File: src/rtl/pipeline_stall_ctrl.sv
// Stage-register sequencer for the 5-stage pipeline: write enables, bubble selects and the MDU busy timer.
// Optional stall-cycle statistics counter is built when PIPE_STALL_STATS_EN is defined.
module pipeline_stall_ctrl #(
   parameter int unsigned MDU_MUL_LAT = 4,
   parameter int unsigned MDU_DIV_LAT = 32,
   parameter int unsigned CNT_W       = 6
) (
   input  logic       clk,
   input  logic       reset,
   input  logic       i_imem_ready,
   input  logic       i_dmem_ready,
   input  logic       i_load_use,
   input  logic       i_branch_taken,
   input  logic       i_mdu_start,
   input  logic       i_mdu_is_div,
   input  logic       i_exception,
   output logic [4:0] o_stage_we,
   output logic [4:0] o_stage_flush,
   output logic       o_mdu_busy,
   output logic       o_mdu_done,
   output logic       o_state
`ifdef PIPE_STALL_STATS_EN
   ,
   output logic [31:0] o_stall_cycles
`endif
);

   localparam int unsigned NSTAGE = 5;
   localparam int unsigned STAT_W = 32;
   localparam int unsigned ST_PC  = 0;
   localparam int unsigned ST_IF  = 1;
   localparam int unsigned ST_ID  = 2;
   localparam int unsigned ST_EX  = 3;

   localparam logic [CNT_W-1:0] MUL_LOAD = CNT_W'(MDU_MUL_LAT - 1);
   localparam logic [CNT_W-1:0] DIV_LOAD = CNT_W'(MDU_DIV_LAT - 1);

   typedef enum logic {
      RUN      = 1'b0,
      MDU_WAIT = 1'b1
   } state_t;

   state_t             state;
   state_t             state_next;
   logic [CNT_W-1:0]   cnt;
   logic [CNT_W-1:0]   cnt_next;
   logic               mdu_stall;
   logic               releasing;
   logic [NSTAGE-1:0]  rule_we;
   logic [NSTAGE-1:0]  rule_flush;

   // State register and MDU countdown
   always_ff @(posedge clk) begin
      if (reset) begin
         state <= RUN;
         cnt   <= '0;
      end else begin
         state <= state_next;
         cnt   <= cnt_next;
      end
   end

   // Timer finished; the release cycle still waits for a pending data access
   assign releasing = (state == MDU_WAIT) && (cnt == '0);
   assign mdu_stall = ((state == RUN) && i_mdu_start) ||
                      ((state == MDU_WAIT) && (cnt != '0));

   // Next-state and counter
   always_comb begin
      state_next = state;
      cnt_next   = cnt;
      if (i_exception) begin
         state_next = RUN;
         cnt_next   = '0;
      end else begin
         case (state)
            RUN: begin
               if (i_mdu_start && i_dmem_ready) begin
                  state_next = MDU_WAIT;
                  cnt_next   = i_mdu_is_div ? DIV_LOAD : MUL_LOAD;
               end
            end
            MDU_WAIT: begin
               // Countdown keeps running under a dmem freeze and saturates at zero
               if (cnt != '0) begin
                  cnt_next = cnt - CNT_W'(1);
               end else if (i_dmem_ready) begin
                  state_next = RUN;
               end
            end
            default: begin
               state_next = RUN;
               cnt_next   = '0;
            end
         endcase
      end
   end

   // Prioritised stall/flush decode; only the highest active rule takes effect
   always_comb begin
      rule_we    = '1;
      rule_flush = '0;
      o_mdu_done = 1'b0;
      if (i_exception) begin
         rule_flush                = '1;
         rule_flush[ST_PC]         = 1'b0;
      end else if (!i_dmem_ready) begin
         rule_we                   = '0;
      end else if (mdu_stall) begin
         rule_we[ST_PC]            = 1'b0;
         rule_we[ST_IF]            = 1'b0;
         rule_we[ST_ID]            = 1'b0;
         rule_flush[ST_EX]         = 1'b1;
      end else begin
         o_mdu_done = releasing;
         if (i_branch_taken) begin
            rule_flush[ST_IF]      = 1'b1;
            rule_flush[ST_ID]      = 1'b1;
         end else if (i_load_use) begin
            rule_we[ST_PC]         = 1'b0;
            rule_we[ST_IF]         = 1'b0;
            rule_flush[ST_ID]      = 1'b1;
         end else if (!i_imem_ready) begin
            rule_we[ST_PC]         = 1'b0;
            rule_flush[ST_IF]      = 1'b1;
         end
      end
   end

   // A bubble is only inserted if the register actually loads it
   assign o_stage_we    = rule_we | rule_flush;
   assign o_stage_flush = rule_flush;
   assign o_mdu_busy    = (state == MDU_WAIT);
   assign o_state       = 1'(state);

`ifdef PIPE_STALL_STATS_EN
   logic [STAT_W-1:0] stall_cycles;

   // Cycles in which the PC is held
   always_ff @(posedge clk) begin
      if (reset) begin
         stall_cycles <= '0;
      end else if (!o_stage_we[ST_PC]) begin
         stall_cycles <= stall_cycles + STAT_W'(1);
      end
   end

   assign o_stall_cycles = stall_cycles;
`endif

endmodule

File: config.mk
export PLATFORM = sky130hd
export DESIGN_NAME = pipeline_stall_ctrl
export DESIGN_NICKNAME = d
export VERILOG_FILES = /design/src/rtl/pipeline_stall_ctrl.sv
export SDC_FILE = /design/constraint.sdc
export NUM_CORES = 1
export LEC_CHECK = 0
export BUFFER_PORTS_ARGS = -buffer_cell sky130_fd_sc_hd__buf_4
export CAP_MARGIN = 5
export CORE_AREA = 2 2 40 42
export DETAILED_ROUTE_END_ITERATION = 10
export DIE_AREA = 0 0 42 44
export GPL_TIMING_DRIVEN = 1
export PLACE_DENSITY_LB_ADDON = 0.15
export SYNTH_ARGS = -nofsm -noshare
export SYNTH_HDL_FRONTEND = slang
export SYNTH_SLANG_ARGS = --single-unit
File: constraint.sdc
create_clock -name clk -period 2.8 [get_ports clk]
set_input_delay 0.84 -clock clk [delete_from_list [all_inputs] [get_ports clk]]
set_output_delay 0.84 -clock clk [all_outputs]
set_load 0.05 [all_outputs]
# Yosys cells after proc, flatten, opt, wreduce, memory -nomap -nowiden
# Index checks and enable logic that the tools add are counted.
dict set report totals {
  memories 0
  elab_cells 45
  input_bits 9
  rom_bits 0
  latchBits 0
  reg_bits 7
  ramBits 0
}
dict set report op_classes {
  mux 29
  bitwise_logic 2
  n_mul 0
  addsub 1
  order_cmp 0
  reduce_logical 9
  n_shift 0
  n_eq_ne 2
  n_div 0
}
# op count
set op_table {}
lappend op_table {{$mux 1} 15}
lappend op_table {{$mux 6} 2}
lappend op_table {{$pmux 6 s2} 1}
lappend op_table {{$mux 2} 5}
lappend op_table {{$mux 5} 2}
lappend op_table {{$mux 3} 3}
lappend op_table {{$logic_not 6->1} 1}
lappend op_table {{$reduce_bool 6->1} 1}
lappend op_table {{$sub 6x1->6 const B} 1}
lappend op_table {{$or 5x5->5} 1}
lappend op_table {{$logic_and 1x1->1} 4}
lappend op_table {{$ne 2x1->1 const B} 2}
lappend op_table {{$pmux 1 s2} 1}
lappend op_table {{$reduce_and 2->1} 1}
lappend op_table {{$reduce_or 2->1} 1}
lappend op_table {{$logic_or 1x1->1} 1}
lappend op_table {{$not 1->1} 1}

# Depth between registers and ports, before layout
# Gate-level depths: netlist (run 1).
dict set report logic_depth {
  depth_word 7
  mapped_depth 7
  depth_no_buf 6
}

# Least setup slack after synthesis (run 1)
# No wires, ideal clock.
dict set report synth_path {
  path_kind {register to output}
  start {reg cnt[0]}
  end {out o_mdu_done}
  n_path_buf 1
  t_arrival_ns 2.712
  path_stages_with_launch 6
  required_time_ns 1.960
  setup_slack_ns -0.752
  cell_sequence {dfxtp_1 inv_1 ha_1 or4b_1 buf_2 nor4b_1}
}
dict set report synth_via {
  elab_chain_len 6
  word_cells_on_any_way 8
  cone_classes {3 x mux; 5 x reduce/logical}
}
# item line
set synth_lines {}
lappend synth_lines {{start, declared} 45} ;# logic [CNT_W-1:0] cnt;
lappend synth_lines {{start signal, assigned} 59} ;# cnt <= cnt_next;
lappend synth_lines {{$reduce_bool 6->1} 66} ;# ((state == MDU_WAIT) && (cnt != '0));
lappend synth_lines {{$logic_and 1x1->1} 66}
lappend synth_lines {{$logic_or 1x1->1} 65} ;# assign mdu_stall = ((state == RUN) && i_mdu_start) ||
lappend synth_lines {{$mux 1 *} 109} ;# end else if (mdu_stall) begin
lappend synth_lines {{$mux 1 *} 107} ;# end else if (!i_dmem_ready) begin
lappend synth_lines {{$mux 1 *} 104} ;# if (i_exception) begin
lappend synth_lines {{end, declared} 20} ;# output logic o_mdu_done,
# Every way passes the cells marked *; elsewhere a longest branch is shown, timed or not.

# Worst setup path after layout (run 1)
dict set report layout_path {
  start {reg cnt[0]}
  end {out o_stage_flush[2]}
}
dict set report layout_via {
  elab_chain_len 6
}
# item line
set layout_lines {}
lappend layout_lines {{$reduce_bool 6->1} 66}
lappend layout_lines {{$logic_and 1x1->1} 66}
lappend layout_lines {{$logic_or 1x1->1} 65}
lappend layout_lines {{$mux 2} 109}
lappend layout_lines {{$mux 3} 107}
lappend layout_lines {{$mux 3} 104}
lappend layout_lines {{end, declared} 18} ;# output logic [4:0] o_stage_flush,
# Every way passes these cells.

==> results of run 1 <==
==> synthesized netlist by cell type, drive strengths merged (2+ instances only) <==
cell type	number
a21oi	5
nand2b	2
or2	3
dfxtp	7
o21ai	2
nand2	3
nor3	2
a31oi	2
clkbuf	2
o21bai	4
inv	4
nand3	5
nor2	9
buf	5
ha	2
nor2b	2
==> registers in the layout (all words and copies together) (netlist names) <==
name,cells
cnt,6
o_mdu_busy,1
==> timing repair <==
| item | in CTS | in global routing |
|---|---|---|
| gates resized for setup | 3 | 5 |
| pin swaps | 4 | 4 |
| endpoints found under the setup margin | 4 | 7 |
| setup buffers | 0 | 2 |
==> worst min path at each step <==
stage and endpoint:
2_1_floorplan cnt[0]$_SDFFE_PP0P_, 3_3_place_gp cnt[0]$_SDFFE_PP0P_, 3_5_place_dp cnt[4]$_SDFFE_PP0P_, 4_1_cts cnt[0]$_SDFFE_PP0P_, 5_1_grt cnt[4]$_SDFFE_PP0P_, 6_report cnt[4]$_SDFFE_PP0P_
==> per-layer routing <==
metal	GRT usage (%)	part of all wire (%)	wire (um)
met1	16.5	49	598
met2	23.1	45	548
met3	7.50	5.6	68
met4	1.94	0	0
met5	0	0	0
==> power groups by stage <==
stage / clock network, mW / registers, mW / logic, mW
2_1_floorplan: 0 / 0.109 / 0.0738
5_1_grt: 0.103 / 0.106 / 0.120
3_3_place_gp: 0 / 0.107 / 0.105
3_5_place_dp: 0 / 0.107 / 0.105
6_report: 0.0914 / 0.106 / 0.112
4_1_cts: 0.0944 / 0.106 / 0.108
==> kinds of logic after synthesis <==
family          after synthesis  synth area share [%]
simple gates                 30                  30.5
compound gates               18                  22.9
buf+inv                      11                  10.9
flops                         7                  26.5
fa+ha+maj                     2                  4.73
other cells                   1                 0.709
xor+xnor                      1                  1.66
mux                           1                  2.13
==> layout make-up <==
class | count | area (um2) | area share, %
multi-input cells | 53 | 365 | 48.6
well taps | 16 | 20.0 | 2.66
inverters | 4 | 15.0 | 2.00
flip-flops and latches | 7 | 141 | 18.8
clock buffers | 4 | 26.3 | 3.49
repair buffers | 24 | 184 | 24.5
==> critical path, stage by stage, from the launching register on <==
cell	delay (ns)
dfxtp_2	0.32
inv_2	0.06
ha_1	0.13
or4b_4	0.47
o21ai_4	0.19
nand3_4	0.11
o21bai_1	0.14
buf_4	0.21
==> stage by stage <==
stage | instances | hold slack, ns | cell area [um2] | setup WS (ns) | TNS [ns]
after floorplan | 71 | 0.489 | 536 | -0.177 | -0.767
after global placement | 102 | 0.508 | 678 | 0.284 | 0
after detailed placement | 102 | 0.535 | 678 | 0.232 | 0
after CTS | 106 | 0.507 | 716 | 0.0123 | 0
after global routing | 108 | 0.574 | 752 | -0.0302 | -0.0839
final | 108 | 0.541 | 752 | 0.0789 | 0
==> qor.csv, run 1 <==
metric,value,unit
part of the power in combinational logic,36.2,%
# DRC,0,
DR pass1 iterations,4,
"Avg Cell Area, Syn",7.45,um2
Final Util,53.0,%
Fin. Hold Viols,0,
Cells after Synth,71,
Die W,42,um
P per Cell Area,411,mW/mm2
WL final,1.22,mm
max-cap violation count,0,
fill cell count,146,
synth-to-layout area growth,42.1,%
syn nets,82,
kind of critical path,reg2out,
Synth Cell Area,529,um2
GPL Wtd Cong,0.774,
WL/cell,11.3,um
port buffer count,20,
# hold bufs at CTS,0,
Initial Util,37.3,%
# clock sinks,7,
CTS buffer count,3,
Final setup viols,0,
"Seq/Total Area, Yosys",26.5,%
clock share of power,29.5,%
hold path start,cnt[4]$_SDFFE_PP0P_,
Power Internal,0.197,mW
top post-synthesis cells by area,"dfxtp_1, nor2_1, buf_4, o21bai_1, a21oi_1",
vias in the first global route,448,
crit path from,cnt[0]$_SDFFE_PP0P_,
ant diodes,0,
reg2reg end,cnt[3]$_SDFFE_PP0P_,
cell taking the most area after synthesis,dfxtp_1,
clk_lat worst skew,0.25,ns
worst hold stages,2,
"FFs w/ async S/R, synth",0,%
post-DP HPWL,973,um
grt ovf,0,
crit path to,o_stage_flush[2],
Layout Nets,104,
initial antenna violation count,0,
Critical Path RT,1.96,ns
core area,0.00142,mm2
Synth Flop Type,dfxtp_1,
Critical Path AT,1.88,ns
"commonest cells after routing, fill and taps aside","buf_4, nor2_1, dfxtp_1",
Yosys cell types,32,
largest net degree at the start of global routing,12,
gr usage total,14.0,%
Routed Antenna Nets,0,
Setup crit end kind,output pin,
H-Tree Depth,1,
# rows,14,
switching share of power,36.2,%
CP Launch Type,register,
height of the die,44,um
sequential share of power,34.2,%
CTS tree,built,
r2r worst-path depth,7,
post-synth top area share,26.5,%
Post-synth EDFFs,0,
HP Class,reg2reg,
vias,559,
total power draw,0.309,mW
DIE AREA,0.00185,mm2
Highest Clock Rate,367,MHz
"FF+latch count, synth",7,
Root Buffer,clkbuf_4,
FF-to-FF setup slack,1.03,ns
"critical path fanouts, max",5,
IO Pins,22,
Vias/cell,5.18,
"commonest non-fill, non-tap cell in the layout",buf_4,
first-pass GRT wire length,1.93,mm
sw power,0.112,mW
CTS clock-pin slew for the worst setup and hold paths,0.05,ns
Bufs on Longest Clock Path,2,
Tcrit/Tclk final,97.2,%
synth warn,0,
share of layout cells above drive strength 1,40.2,%
post-route clock skew,0.00527,ns
worst vdd rail ir drop,0.275,mV
status,finished clean,
r2r startpoint,cnt[0]$_SDFFE_PP0P_,
RSZ-0062 raised after global routing,true,
Pins Over Slew Limit,0,
first-iteration detailed-routing DRC count,7,
Lkg Pwr,0.312,nW
min Tclk post-route,2.72,ns
(Power assumes the default switching activity.)
==> run 2, diff against run 1 <==
--- a/config.mk
+++ b/config.mk
@@ -12,6 +12,7 @@
 export DIE_AREA = 0 0 42 44
 export GPL_TIMING_DRIVEN = 1
 export PLACE_DENSITY_LB_ADDON = 0.15
+export REMOVE_ABC_BUFFERS = 1
 export SYNTH_ARGS = -nofsm -noshare
 export SYNTH_HDL_FRONTEND = slang
 export SYNTH_SLANG_ARGS = --single-unit
==> constraint.sdc (replaced) <==
create_clock -name clk -period 2.8 [get_ports clk]
set_input_delay 0.84 -clock clk [delete_from_list [all_inputs] [get_ports clk]]
set_output_delay 0.84 -clock clk [all_outputs]
set_load 0.02 [all_outputs]
==> qor.csv, run 2 (same netlist as run 1, synthesis figures left out) <==
metric,value,unit,change
status,finished clean,,
DIE AREA,0.00185,mm2,unchanged
clk_lat worst skew,0.25,ns,about the same
Setup WS post-layout,0.0856,ns,+0.00676 ns
"commonest non-fill, non-tap cell in the layout",buf_4,,
WL/cell,11.3,um,+0.13%
Final setup viols,0,,unchanged
Root Buffer,clkbuf_4,,
Crit-path slowest cell,or4b_4,,
first-pass GRT wire length,1.81,mm,-5.8%
port buffer count,20,,unchanged
Critical Path AT,1.87,ns,about the same
largest net degree at the start of global routing,12,,unchanged
WL final,1.19,mm,-1.7%
kind of critical path,reg2out,,
H-Tree Depth,1,,unchanged
min Tclk post-route,2.71,ns,-0.00676 ns
initial antenna violation count,0,,unchanged
core area,0.00142,mm2,unchanged
P per Cell Area,386,mW/mm2,-6.2%
crit path cell chain,inv_2 > ha_1 > or4b_4 > o21ai_4 > a21oi_1 > or2_1 > buf_4,,
pre-CTS setup slack,0.279,ns,+0.0471 ns
DR pass1 iterations,4,,unchanged
Setup crit end kind,output pin,,
gr usage total,13.3,%,-0.70 points
max reg flops,6,,unchanged
"commonest cells after routing, fill and taps aside","buf_4, nor2_1, dfxtp_1",,
Die W,42,um,unchanged
max incr delay on CP,0.48,ns,about the same
ant diodes,0,,unchanged
# clock sinks,7,,unchanged
Tcrit/Tclk final,96.9,%,-0.24 points
HP Class,reg2reg,,
GPL Wtd Cong,0.780,,+0.74%
fill cell count,144,,-1.4%
Routed Antenna Nets,0,,unchanged
CP Launch Type,register,,
Pins Over Slew Limit,0,,unchanged
Reg with most FFs,cnt,,
synth-to-layout area growth,36.6,%,
Layout Nets,102,,-1.9%
IO Pins,22,,unchanged
worst vdd rail ir drop,0.179,mV,-35%
# DRC,0,,unchanged
share of layout cells above drive strength 1,37.8,%,-2.4 points
Fin. Hold Viols,0,,unchanged
vias in the first global route,422,,-5.8%
Vias/cell,5.06,,-2.3%
post-DP HPWL,922,um,-5.3%
Highest Clock Rate,368,MHz,+0.25%
Initial Util,37.3,%,unchanged
post-placement cell count,101,,-0.98%
max-cap violation count,0,,unchanged
fin cells,106,,-1.9%
first-iteration detailed-routing DRC count,8,,+1
post-route clock skew,0.00316,ns,-0.00211 ns
vias,536,,-4.1%
CTS buffer count,3,,unchanged
Critical Path RT,1.96,ns,about the same
CTS tree,built,,
height of the die,44,um,unchanged
"critical path fanouts, max",4,,-1
CTS clock-pin slew for the worst setup and hold paths,0.05,ns,about the same
Lkg Pwr,0.299,nW,-4.1%
grt ovf,0,,unchanged
# rows,14,,unchanged
Bufs on Longest Clock Path,2,,unchanged
==> run 2: changes by cell type in the layout (fill, tap and decap cells not counted), sizes merged <==
cell  delta
buf      -2
==> run 2: metal layers <==
layer | global-route usage, % | wire length [um] | vias to the layer above
met3 | 7.92 | 63 | 0
met1 | 16.7 | 565 | 239
li1 | - | - | 285
met4 | 1.94 | 0 | 0
met2 | 20.0 | 565 | 12
met5 | 0 | 0 | -
==> run 2: through the flow <==
stage | total power [mW] | util, % | area (um2) | setup TNS, ns | hold slack (ns)
after global routing | 0.301 | 51.0 | 723 | -0.0117 | 0.541
final | 0.279 | 51.0 | 723 | 0 | 0.497
after floorplan | 0.151 | - | 487 | 0 | 0.489
after detailed placement | 0.186 | 46.8 | 664 | 0 | 0.525
after CTS | 0.279 | 48.7 | 691 | 0 | 0.531
after global placement | 0.187 | 46.8 | 664 | 0 | 0.512
==> run 2: repair_timing <==
action,CTS,global route
buffers inserted,0,1
resized for setup,0,6
hold buffers,0,0
setup endpoints to repair,0,7
==> run 2: worst max-delay path: cells and delay by family, from the launching register on <==
family	cells	cell delay (ns)
compound gates	2	0.29
fa+ha+maj	1	0.13
buf+inv	2	0.22
flops	1	0.31
simple gates	2	0.68
==> run 2: report_power, final <==
group | switching [mW] | leakage (nW) | total [mW] | internal [mW]
clock network | 0.0351 | 0.0150 | 0.0893 | 0.0542
logic | 0.0455 | 0.227 | 0.0830 | 0.0375
registers | 0.00390 | 0.0568 | 0.107 | 0.103
total | 0.0845 | 0.299 | 0.279 | 0.195
==> run 2: worst paths after layout <==
| kind | depth (start not counted) | startpoint | endpoint | slack, ns |
|---|---|---|---|---|
| setup / recovery | 7 | cnt[0]$_SDFFE_PP0P_ | o_stage_flush[3] | 0.09 |
| hold / removal | 2 | cnt[0]$_SDFFE_PP0P_ | cnt[0]$_SDFFE_PP0P_ | 0.50 |
| setup reg to reg | 7 | cnt[0]$_SDFFE_PP0P_ | cnt[3]$_SDFFE_PP0P_ | 1.03 |
| hold reg to reg | 2 | cnt[0]$_SDFFE_PP0P_ | cnt[0]$_SDFFE_PP0P_ | 0.50 |
==> run 2: area by class of cell <==
type                       count  area [um2]  area share [%]
inverter                       4        15.0            2.08
tap                           16        20.0            2.77
sequential                     7         140            19.4
multi-input combinational     53         357            49.3
clock buffer                   4        26.3            3.63
timing repair buffer          22         165            22.8
